<file path="config.mk">
export PLATFORM = sky130hd
export DESIGN_NAME = number_hit_scorer
export DESIGN_NICKNAME = d
export VERILOG_FILES = /design/src/rtl/number_hit_scorer.sv
export SDC_FILE = /design/constraint.sdc
export NUM_CORES = 1
export LEC_CHECK = 0
export BUFFER_PORTS_ARGS = -buffer_cell sky130_fd_sc_hd__buf_4
export CORE_MARGIN = 3
export CORE_UTILIZATION = 58
export CTS_CLUSTER_SIZE = 14
export DETAILED_ROUTE_END_ITERATION = 10
export PLACE_DENSITY = 0.93
export SYNTH_ARGS = -nofsm -noshare
export SYNTH_HDL_FRONTEND = slang
export SYNTH_SLANG_ARGS = --single-unit
export TNS_END_PERCENT = 50
</file>
<file path="constraint.sdc">
create_clock -name clk -period 17.7 [get_ports clk]
set_input_delay 2.655 -clock clk [delete_from_list [all_inputs] [get_ports clk]]
set_output_delay 2.655 -clock clk [all_outputs]
set_load 0.005 [all_outputs]
</file>
<file path="src/rtl/number_hit_scorer.sv">
// ---------------------------------------------------------------------------
// number_hit_scorer
//
// Producer side of the multi-number display. Every pixel cycle it looks for
// overlaps between the player and each visible number. A number that was
// touched at any point during a frame is latched as "pending". At the next
// frame start the pending set is reported on singleHit for one cycle. A short
// scan then walks the numbers one per cycle. For each hit number the scan
// adds its digit value to a saturating BCD score and replaces the digit with
// a fresh pseudo-random value 1..9.
//
// Ports:
//   clk            in   system clock
//   reset          in   synchronous, active-high reset
//   startOfFrame   in   one-cycle pulse at frame start
//   numbersDR      in   [NUMBERS]     per-number drawing request, current pixel
//   playerDR       in   player drawing request, current pixel
//   showNum        in   [NUMBERS]     number currently visible
//   singleHit      out  [NUMBERS]     one-cycle hit pulse per number
//   numbersToShow  out  [NUMBERS*4]   digit per number (1..9), number j at [4j+3:4j]
//   score          out  [SCORE_DIGITS*4] BCD score, digit 0 least significant
//   busy           out  scan in progress
// ---------------------------------------------------------------------------
module number_hit_scorer #(
    parameter int         NUMBERS      = 3,
    parameter int         SCORE_DIGITS = 4,
    parameter logic [7:0] SEED         = 8'hA5
) (
    input  logic                      clk,
    input  logic                      reset,
    input  logic                      startOfFrame,
    input  logic [NUMBERS-1:0]        numbersDR,
    input  logic                      playerDR,
    input  logic [NUMBERS-1:0]        showNum,
    output logic [NUMBERS-1:0]        singleHit,
    output logic [NUMBERS*4-1:0]      numbersToShow,
    output logic [SCORE_DIGITS*4-1:0] score,
    output logic                      busy
);

    localparam int IDX_W = (NUMBERS > 1) ? $clog2(NUMBERS) : 1;
    localparam logic [IDX_W-1:0] LAST_IDX = IDX_W'(NUMBERS - 1);

    // An all-zero LFSR would lock up, so a zero seed is replaced.
    localparam logic [7:0] SEED_EFF = (SEED == 8'h00) ? 8'h01 : SEED;

    localparam logic [0:0] S_IDLE = 1'b0;
    localparam logic [0:0] S_SCAN = 1'b1;

    // -----------------------------------------------------------------------
    // Helper functions
    // -----------------------------------------------------------------------

    // Power-on digit for number j: (j+1) mod 10, with 0 replaced by 1.
    function automatic logic [3:0] reset_digit(input int j);
        int v;
        v = (j + 1) % 10;
        if (v == 0) begin
            v = 1;
        end
        return 4'(v);
    endfunction

    // Fold the low LFSR nibble into 1..9. 10..15 map to 4..9 and 0 maps to 1.
    function automatic logic [3:0] lfsr_digit(input logic [7:0] l);
        logic [3:0] v;
        v = l[3:0];
        if (v == 4'd0) begin
            return 4'd1;
        end else if (v > 4'd9) begin
            return v - 4'd6;
        end else begin
            return v;
        end
    endfunction

    // Decimal add of a single digit into the score. The carry ripples through
    // every BCD digit in one cycle. Bit [SCORE_DIGITS*4] is the carry out of
    // the top digit.
    function automatic logic [SCORE_DIGITS*4:0] bcd_add(
        input logic [SCORE_DIGITS*4-1:0] s,
        input logic [3:0]                addend
    );
        logic [SCORE_DIGITS*4-1:0] r;
        logic [4:0]                carry;
        logic [4:0]                sum;
        r     = '0;
        carry = {1'b0, addend};
        for (int i = 0; i < SCORE_DIGITS; i++) begin
            sum = {1'b0, s[i*4 +: 4]} + carry;
            if (sum > 5'd9) begin
                r[i*4 +: 4] = 4'(sum - 5'd10);
                carry       = 5'd1;
            end else begin
                r[i*4 +: 4] = sum[3:0];
                carry       = 5'd0;
            end
        end
        return {carry[0], r};
    endfunction

    // Overflow out of the top digit pins the score at all nines. Every addend
    // is at least 1, so a saturated score overflows again on each later hit
    // and stays pinned.
    function automatic logic [SCORE_DIGITS*4-1:0] sat_score(
        input logic [SCORE_DIGITS*4:0] sum_with_carry
    );
        if (sum_with_carry[SCORE_DIGITS*4]) begin
            return {SCORE_DIGITS{4'h9}};
        end else begin
            return sum_with_carry[SCORE_DIGITS*4-1:0];
        end
    endfunction

    // -----------------------------------------------------------------------
    // State
    // -----------------------------------------------------------------------
    logic [0:0]                state_q;
    logic [IDX_W-1:0]          idx_q;
    logic [7:0]                lfsr_q;
    logic [NUMBERS-1:0]        pending_q;
    logic [NUMBERS-1:0]        hit_mask_q;
    logic [NUMBERS-1:0]        single_hit_q;
    logic                      busy_q;
    logic [SCORE_DIGITS*4-1:0] score_q;
    logic [3:0]                digits_q [NUMBERS];

    // -----------------------------------------------------------------------
    // Combinational decode
    // -----------------------------------------------------------------------
    logic [NUMBERS-1:0]        collision;
    logic                      consume;
    logic                      lfsr_fb;
    logic [3:0]                new_digit;
    logic [3:0]                sel_digit;
    logic                      sel_hit;
    logic [SCORE_DIGITS*4-1:0] score_next;

    // Invisible numbers are masked here, so they can never become pending.
    assign collision = {NUMBERS{playerDR}} & numbersDR & showNum;

    // Frames with nothing pending are ignored. Frame starts during a scan are
    // also ignored, and their pending hits wait for the next frame start.
    assign consume   = (state_q == S_IDLE) && startOfFrame && (|pending_q);

    // Taps x^8 + x^6 + x^5 + x^4 + 1 map to state bits 7, 5, 4 and 3.
    assign lfsr_fb   = lfsr_q[7] ^ lfsr_q[5] ^ lfsr_q[4] ^ lfsr_q[3];
    assign new_digit = lfsr_digit(lfsr_q);

    // Explicit mux over the scan index. A non-power-of-two NUMBERS leaves
    // index codes with no matching entry, and those select nothing.
    always_comb begin
        sel_digit = '0;
        sel_hit   = 1'b0;
        for (int i = 0; i < NUMBERS; i++) begin
            if (idx_q == IDX_W'(i)) begin
                sel_digit = digits_q[i];
                sel_hit   = hit_mask_q[i];
            end
        end
    end

    assign score_next = sat_score(bcd_add(score_q, sel_digit));

    // -----------------------------------------------------------------------
    // LFSR: runs freely whenever reset is low
    // -----------------------------------------------------------------------
    always_ff @(posedge clk) begin
        if (reset) begin
            lfsr_q <= SEED_EFF;
        end else begin
            lfsr_q <= {lfsr_q[6:0], lfsr_fb};
        end
    end

    // -----------------------------------------------------------------------
    // Capture / consume / scan control and score
    // -----------------------------------------------------------------------
    always_ff @(posedge clk) begin
        if (reset) begin
            state_q      <= S_IDLE;
            idx_q        <= '0;
            pending_q    <= '0;
            hit_mask_q   <= '0;
            single_hit_q <= '0;
            busy_q       <= 1'b0;
            score_q      <= '0;
        end else begin
            single_hit_q <= '0;
            case (state_q)
                S_IDLE: begin
                    if (consume) begin
                        // Collisions seen on this same cycle go to the next frame.
                        single_hit_q <= pending_q;
                        hit_mask_q   <= pending_q;
                        pending_q    <= collision;
                        idx_q        <= '0;
                        state_q      <= S_SCAN;
                        busy_q       <= 1'b1;
                    end else begin
                        pending_q <= pending_q | collision;
                    end
                end
                S_SCAN: begin
                    pending_q <= pending_q | collision;
                    if (sel_hit) begin
                        score_q <= score_next;
                    end
                    if (idx_q == LAST_IDX) begin
                        state_q <= S_IDLE;
                        busy_q  <= 1'b0;
                    end else begin
                        idx_q <= idx_q + 1'b1;
                    end
                end
                default: begin
                    state_q <= S_IDLE;
                    busy_q  <= 1'b0;
                end
            endcase
        end
    end

    // -----------------------------------------------------------------------
    // Digit registers: a hit digit is redrawn while the scan visits it
    // -----------------------------------------------------------------------
    always_ff @(posedge clk) begin
        for (int i = 0; i < NUMBERS; i++) begin
            if (reset) begin
                digits_q[i] <= reset_digit(i);
            end else if ((state_q == S_SCAN) && (idx_q == IDX_W'(i)) && hit_mask_q[i]) begin
                digits_q[i] <= new_digit;
            end
        end
    end

    // -----------------------------------------------------------------------
    // Outputs
    // -----------------------------------------------------------------------
    for (genvar g = 0; g < NUMBERS; g++) begin : g_nts
        assign numbersToShow[g*4 +: 4] = digits_q[g];
    end

    assign singleHit = single_hit_q;
    assign score     = score_q;
    assign busy      = busy_q;

endmodule

</file>
Word level (Yosys, flattened, before mapping)
Memory sizes are Yosys's and may differ from the RTL's.
Cells that the tools add are included.
{ "word_totals": {"ff_bits": 37, "mem_bits_rw": 12, "inputBits": 10, "out_inout_bits": 32, "elab_cells": 98, "memories": 1} }
{ "classes": {"addsub": 10, "magnitude_cmp": 5, "n_eq_ne": 5, "mux": 42, "n_bitwise": 11, "n_reduce_logical": 16} }
{ "memory_table": {"columns": ["memory", "words", "word_bits", "read_ports", "rd_ports_with_merged_regs", "write_ports", "line", "rtl"], "rows": [
  ["digits_q", 3, 4, 3, 0, 3, "126", "logic [3:0] digits_q [NUMBERS];"]
]} }
{ "op_table": {"columns": ["operator", "n"], "rows": [
  ["4-bit two-way mux", 12],
  ["1-bit two-way mux", 22],
  ["5-bit by 4-bit greater-than comparator with 1-bit output, second input constant", 4],
  ["16-bit two-way mux", 1],
  ["4-bit subtractor, second input constant", 4],
  ["4-bit by 1-bit adder with 5-bit output", 3],
  ["1-bit logical AND", 8],
  ["2-bit AND reduction", 4],
  ["3-bit AND", 2],
  ["3-bit one-hot mux with 2 select lines", 1],
  ["3-bit OR reduction", 2],
  ["4-bit by 4-bit adder with 5-bit output", 1],
  ["4-bit greater-than comparator, second input constant", 1],
  ["4-bit logical NOT", 1],
  ["2-bit two-way mux", 2],
  ["2-bit != test, second input constant", 2],
  ["1-bit one-hot mux with 2 select lines", 2],
  ["2-bit one-hot mux with 2 select lines", 1],
  ["4-bit by 3-bit subtractor with 4-bit output, second input constant", 1],
  ["3-bit two-way mux", 1],
  ["1-bit OR", 3],
  ["3-bit OR", 1],
  ["1-bit XOR", 3],
  ["2-bit by 1-bit adder with 2-bit output, second input constant", 1],
  ["other kinds (5)", 6]
]} }

Depth between registers and ports, before layout
{ "depth": {"ltp_word": 17, "ltp_mapped": 29, "ltp_nobuf": 29} }

Least setup slack after synthesis
Ideal clock, no wire load.
{ "synth_path": {"path_type": "flip-flop to flip-flop", "startpoint": "reg idx_q[1]", "endpoint": "reg score_q[7], in the netlist score[7]", "setup_time_ps": 128, "t_arrival_ps": 5594, "required_ps": 17572, "path_slack_ps": 11978, "path_stages_with_launch": 30, "n_path_buf": 1, "synth_period_minus_slack_ps": 5722, "cell_sequence": "dfxtp_1 > inv_1 > ha_1 > clkbuf_1 > nor2_1 > a21oi_1 > o21ai_0 > ha_1 > fa_1 > xnor2_1 > and2_1 > nand3b_4 > nand2_1 > ha_1 > ha_1 > o21ai_1 > or2_1 > a2bb2oi_2 > ha_1 > ha_1 > o21ai_1 > or2_1 > a2bb2oi_2 > ha_1 > ha_1 > nand2b_1 > a31oi_1 > o31ai_2 > o32ai_1 > nor2_1"} }
{ "synth_between": {"elab_chain_cells": 17, "word_cells_on_any_way": 25, "classes_between": "add/sub (5); order compare (4); eq/ne (2); mux (12); reduce/logical (2)"} }
{ "synth_lines": {"columns": ["element", "line", "rtl"], "rows": [
  ["start: declaration", "119", "logic [IDX_W-1:0] idx_q;"],
  ["start signal: assignment", "213", "idx_q <= idx_q + 1'b1;"],
  ["2-bit logical NOT", "156", "if (idx_q == IDX_W'(i)) begin"],
  ["4-bit two-way mux (3 in a row)", "156", null],
  ["4-bit by 4-bit adder with 5-bit output", "90", "sum = {1'b0, s[i*4 +: 4]} + carry;"],
  ["5-bit by 4-bit greater-than comparator with 1-bit output", "91", "if (sum > 5'd9) begin"],
  ["1-bit two-way mux", "91", null],
  ["4-bit by 1-bit adder with 5-bit output", "90", null],
  ["5-bit by 4-bit greater-than comparator with 1-bit output", "91", null],
  ["1-bit two-way mux", "91", null],
  ["4-bit by 1-bit adder with 5-bit output", "90", null],
  ["5-bit by 4-bit greater-than comparator with 1-bit output", "91", null],
  ["1-bit two-way mux", "91", null],
  ["4-bit by 1-bit adder with 5-bit output", "90", null],
  ["5-bit by 4-bit greater-than comparator with 1-bit output", "91", null],
  ["1-bit two-way mux", "91", null],
  ["16-bit two-way mux", "108", "if (sum_with_carry[SCORE_DIGITS*4]) begin"],
  ["end signal: assignment", "207", "score_q <= score_next;"],
  ["end: declaration", "125", "logic [SCORE_DIGITS*4-1:0] score_q;"]
]} }
Several ways; a longest one is shown, not always the timed one.
A chain may end at the register's enable or synchronous reset.

Worst setup path in the final report
{ "layout_path": {"startpoint": "reg idx_q[0]", "endpoint": "reg score_q[7], in the netlist score[7]"} }
Same word-level chain as after synthesis.

==> flow_metrics.tcl <==
set metrics [dict create \
    grt_max_degree 27 \
    synthToLayoutAreaGrowth_pct 16.6 \
    hold_violations 0 \
    p_leak_nw 1.25 \
    finalCritPeriodShare_pct 35.8 \
    tritoncts "yes" \
    core-area_sq_mm 0.00417 \
    cap_viol_max_count 0 \
    clk_latency_ps 300 \
    seq_area_frac_synth_pct 42.3 \
    fin_ws_ps 11360 \
    clock_skew_ps 7.90 \
    io-pin-count 42 \
    total_power_mw 0.215 \
    track_usage_pct 23.6 \
    drv_slew 0 \
    synth_top_cell_by_area "dfxtp_1" \
    yosysWarnings 0 \
    dp.cells 366 \
    crit_type "reg -> reg" \
    viasPerCell 5.88 \
    cts.sinks 49 \
    setup_tns_ps 0 \
    finalInstanceArea_sq_mm 0.00304 \
    drc_errors 0 \
    cts_root_buf "clkbuf_8" \
    nets 351 \
    p_per_area_mw_per_mm2 70.7 \
    max_freq_ghz 0.158 \
    ant_nets 0 \
    syn_area_per_cell_sq_um 9.20 \
    routedWlPerCell_microns 15.4 \
    grt_pass1_wl_microns 9980 \
    rows 23 \
    path_max_fanout 7 \
    min_period_ps 6340 \
    setup_violations 0 \
    hold_path_class "reg -> reg" \
    grt_pass1_vias 2187 \
    grt_overflow_total 0 \
    hpwl_microns 4210 \
    ys_types 54 \
    hold_depth 1 \
    ctsResizeCount 0 \
    highest-signal-layer "met4" \
    outcome "completed" \
    drive_gt1_share_pct 19.4 \
    dpl_cell_area_sq_mm 0.00295 \
    pre_cts_ws_ps 11430 \
    slew_headroom_pct 43.1 \
    num_vias 2199 \
    synthCells 283 \
    firstDrtPassIters 4 \
    ys_async_sr_fraction_pct 0 \
    peakVddDrop_mv 0.0565 \
    worstSetupEndpointType "register" \
    drt-met1-wl_microns 2560 \
    syn-num-nets 311 \
    die_x_microns 73 \
    holdBufCountCts 0 \
    clk_path_buf_depth 2 \
    cts_htree_levels 2 \
    cp_slowest_cell "fa_1" \
    stdcell_count 374 \
    rsz0062_at_grt "false" \
    grt_antenna_before_repair 0 \
    gp_congestion 0.853 \
    initial_core_util_pct 62.4 \
    cts_buffers 5 \
    crit_path_frequent_cell "ha_1" \
    die_area_sq_mm 0.00533 \
    die_y_microns 73 \
    drtIter0Drc 217 \
    netlist.area_leader.share_pct 28.4 \
    cpPeakStageDelay_ps 440 \
    synth_edf_count 12 \
    arrival_ps 6540 \
    wirelength_microns 5750 \
    holdWs_ps 412 \
    ys_ff_latch 49 \
    clk_pin_slew_worst_paths_ps 90 \
    synth.area.top_cells "dfxtp_1 (28%), edfxtp_1 (14%), ha_1 (8.2%)" \
    ys.flop_type "dfxtp_1" \
    reg2reg_depth 29 \
    final_core_utilization_pct 72.8 \
    route.met3.wl_microns 296 \
    route.met2.wl_microns 2820 \
    required_ps 17890 \
    syn-cell-area_sq_mm 0.00260 \
    cts_setup_buffers 0 \
    cp-start-kind "register" \
    tightest_slew_ps 847 \
    port_buffers 41 \
    diodes 0 \
]
-- registers in the layout, summed over array words and instances (netlist names) --
| name | count |
|---|---|
| digits_q | 12 |
| idx_q | 2 |
| hit_mask_q | 3 |
| pending_q | 3 |
| score | 16 |
| singleHit | 3 |
| lfsr_q | 8 |
| busy | 1 |
| state_q | 1 |
-- synthesized netlist by cell type (4+ instances only) --
cell type and instances:
nor3_1 6, clkbuf_1 7, nand2_1 25, edfxtp_1 12, nor2b_1 7, inv_1 6, o21ai_0 16, xnor2_1 8
a32o_1 4, nand3_1 14, nand2b_1 12, a21oi_1 18, nor2_1 33, dfxtp_1 37, and3_1 5, ha_1 17
-- logic make-up (layout without fill, tap and decap cells) --
family / after synthesis / after routing / share of synthesized area (%)
xor gates and xnor gates: 10 / 10 / 3.36
and+or+nand+nor: 117 / 117 / 22.9
muxes: 3 / 3 / 1.20
buffers and inverters: 16 / 57 / 2.40
adders and majority gates: 18 / 18 / 8.94
DFF: 49 / 49 / 42.3
AOI/OAI and AO/OA: 70 / 70 / 18.9
-- layout by cell type, fill, tap and decap left out, types with 2 or more instances in the layout --
master / synthesis / routed
a21o_1: 3 / 3
a21oi_1: 18 / 18
a22oi_1: 3 / 3
a2bb2oi_1: 2 / 2
a2bb2oi_2: 2 / 2
a31oi_1: 2 / 2
a32o_1: 4 / 4
a32oi_1: 3 / 3
and3_1: 5 / 5
buf_4: 0 / 42
clkbuf_8: 0 / 6
clkinv_1: 1 / 2
dfxtp_1: 37 / 37
edfxtp_1: 12 / 12
ha_1: 17 / 17
inv_1: 6 / 6
mux2i_1: 2 / 2
nand2_1: 25 / 25
nand2b_1: 12 / 12
nand3_1: 14 / 14
nand3b_1: 2 / 2
nor2_1: 33 / 33
nor2b_1: 7 / 7
nor3_1: 6 / 6
o21ai_0: 16 / 16
o21ai_1: 2 / 2
o32ai_1: 2 / 2
or2_1: 2 / 2
or2_2: 3 / 3
xnor2_1: 8 / 8
xor2_1: 2 / 2
-- layer usage --
layer | global-route usage [%] | vias up
met5 | 0 | -
met4 | 7.38 | 0
met3 | 5.37 | 9
met2 | 38.7 | 58
met1 | 30.7 | 1035
li1 | - | 1097
-- where the power goes --
part	switching (mW)	total (mW)	leakage, nW	internal (mW)
clock	0.0360	0.0670	0.0486	0.0310
combinational	0.0143	0.0259	0.786	0.0115
sequential	0.00371	0.122	0.411	0.118
-- cell type report --
| type | instances | area (sq um) |
|---|---|---|
| Tap cell | 50 | 62.6 |
| Inverter | 7 | 26.3 |
| Fill cell | 313 | 1140 |
| Timing Repair Buffer | 42 | 315 |
| Multi-Input combinational cell | 218 | 1440 |
| Clock inverter | 2 | 8.76 |
| Sequential cell | 49 | 1100 |
| Clock buffer | 6 | 82.6 |
-- worst paths after layout --
path / end / from / slack, ps
worst max-delay path: score[7] / idx_q[0] / 11360
worst min-delay path: lfsr_q[7] / lfsr_q[6] / 410
worst max register to register: score[7] / idx_q[0] / 11360
worst min register to register: lfsr_q[7] / lfsr_q[6] / 410
-- critical path: cells and delay by family, from the launching register on --
| kind | cells | cell delay, ps |
|---|---|---|
| and+or+nand+nor | 8 | 1030 |
| DFF | 1 | 370 |
| AOI/OAI and AO/OA | 9 | 1790 |
| xor gates and xnor gates | 1 | 220 |
| buffers and inverters | 2 | 200 |
| adders and majority gates | 9 | 2620 |
No activity file was read; power rests on OpenSTA's default activity.
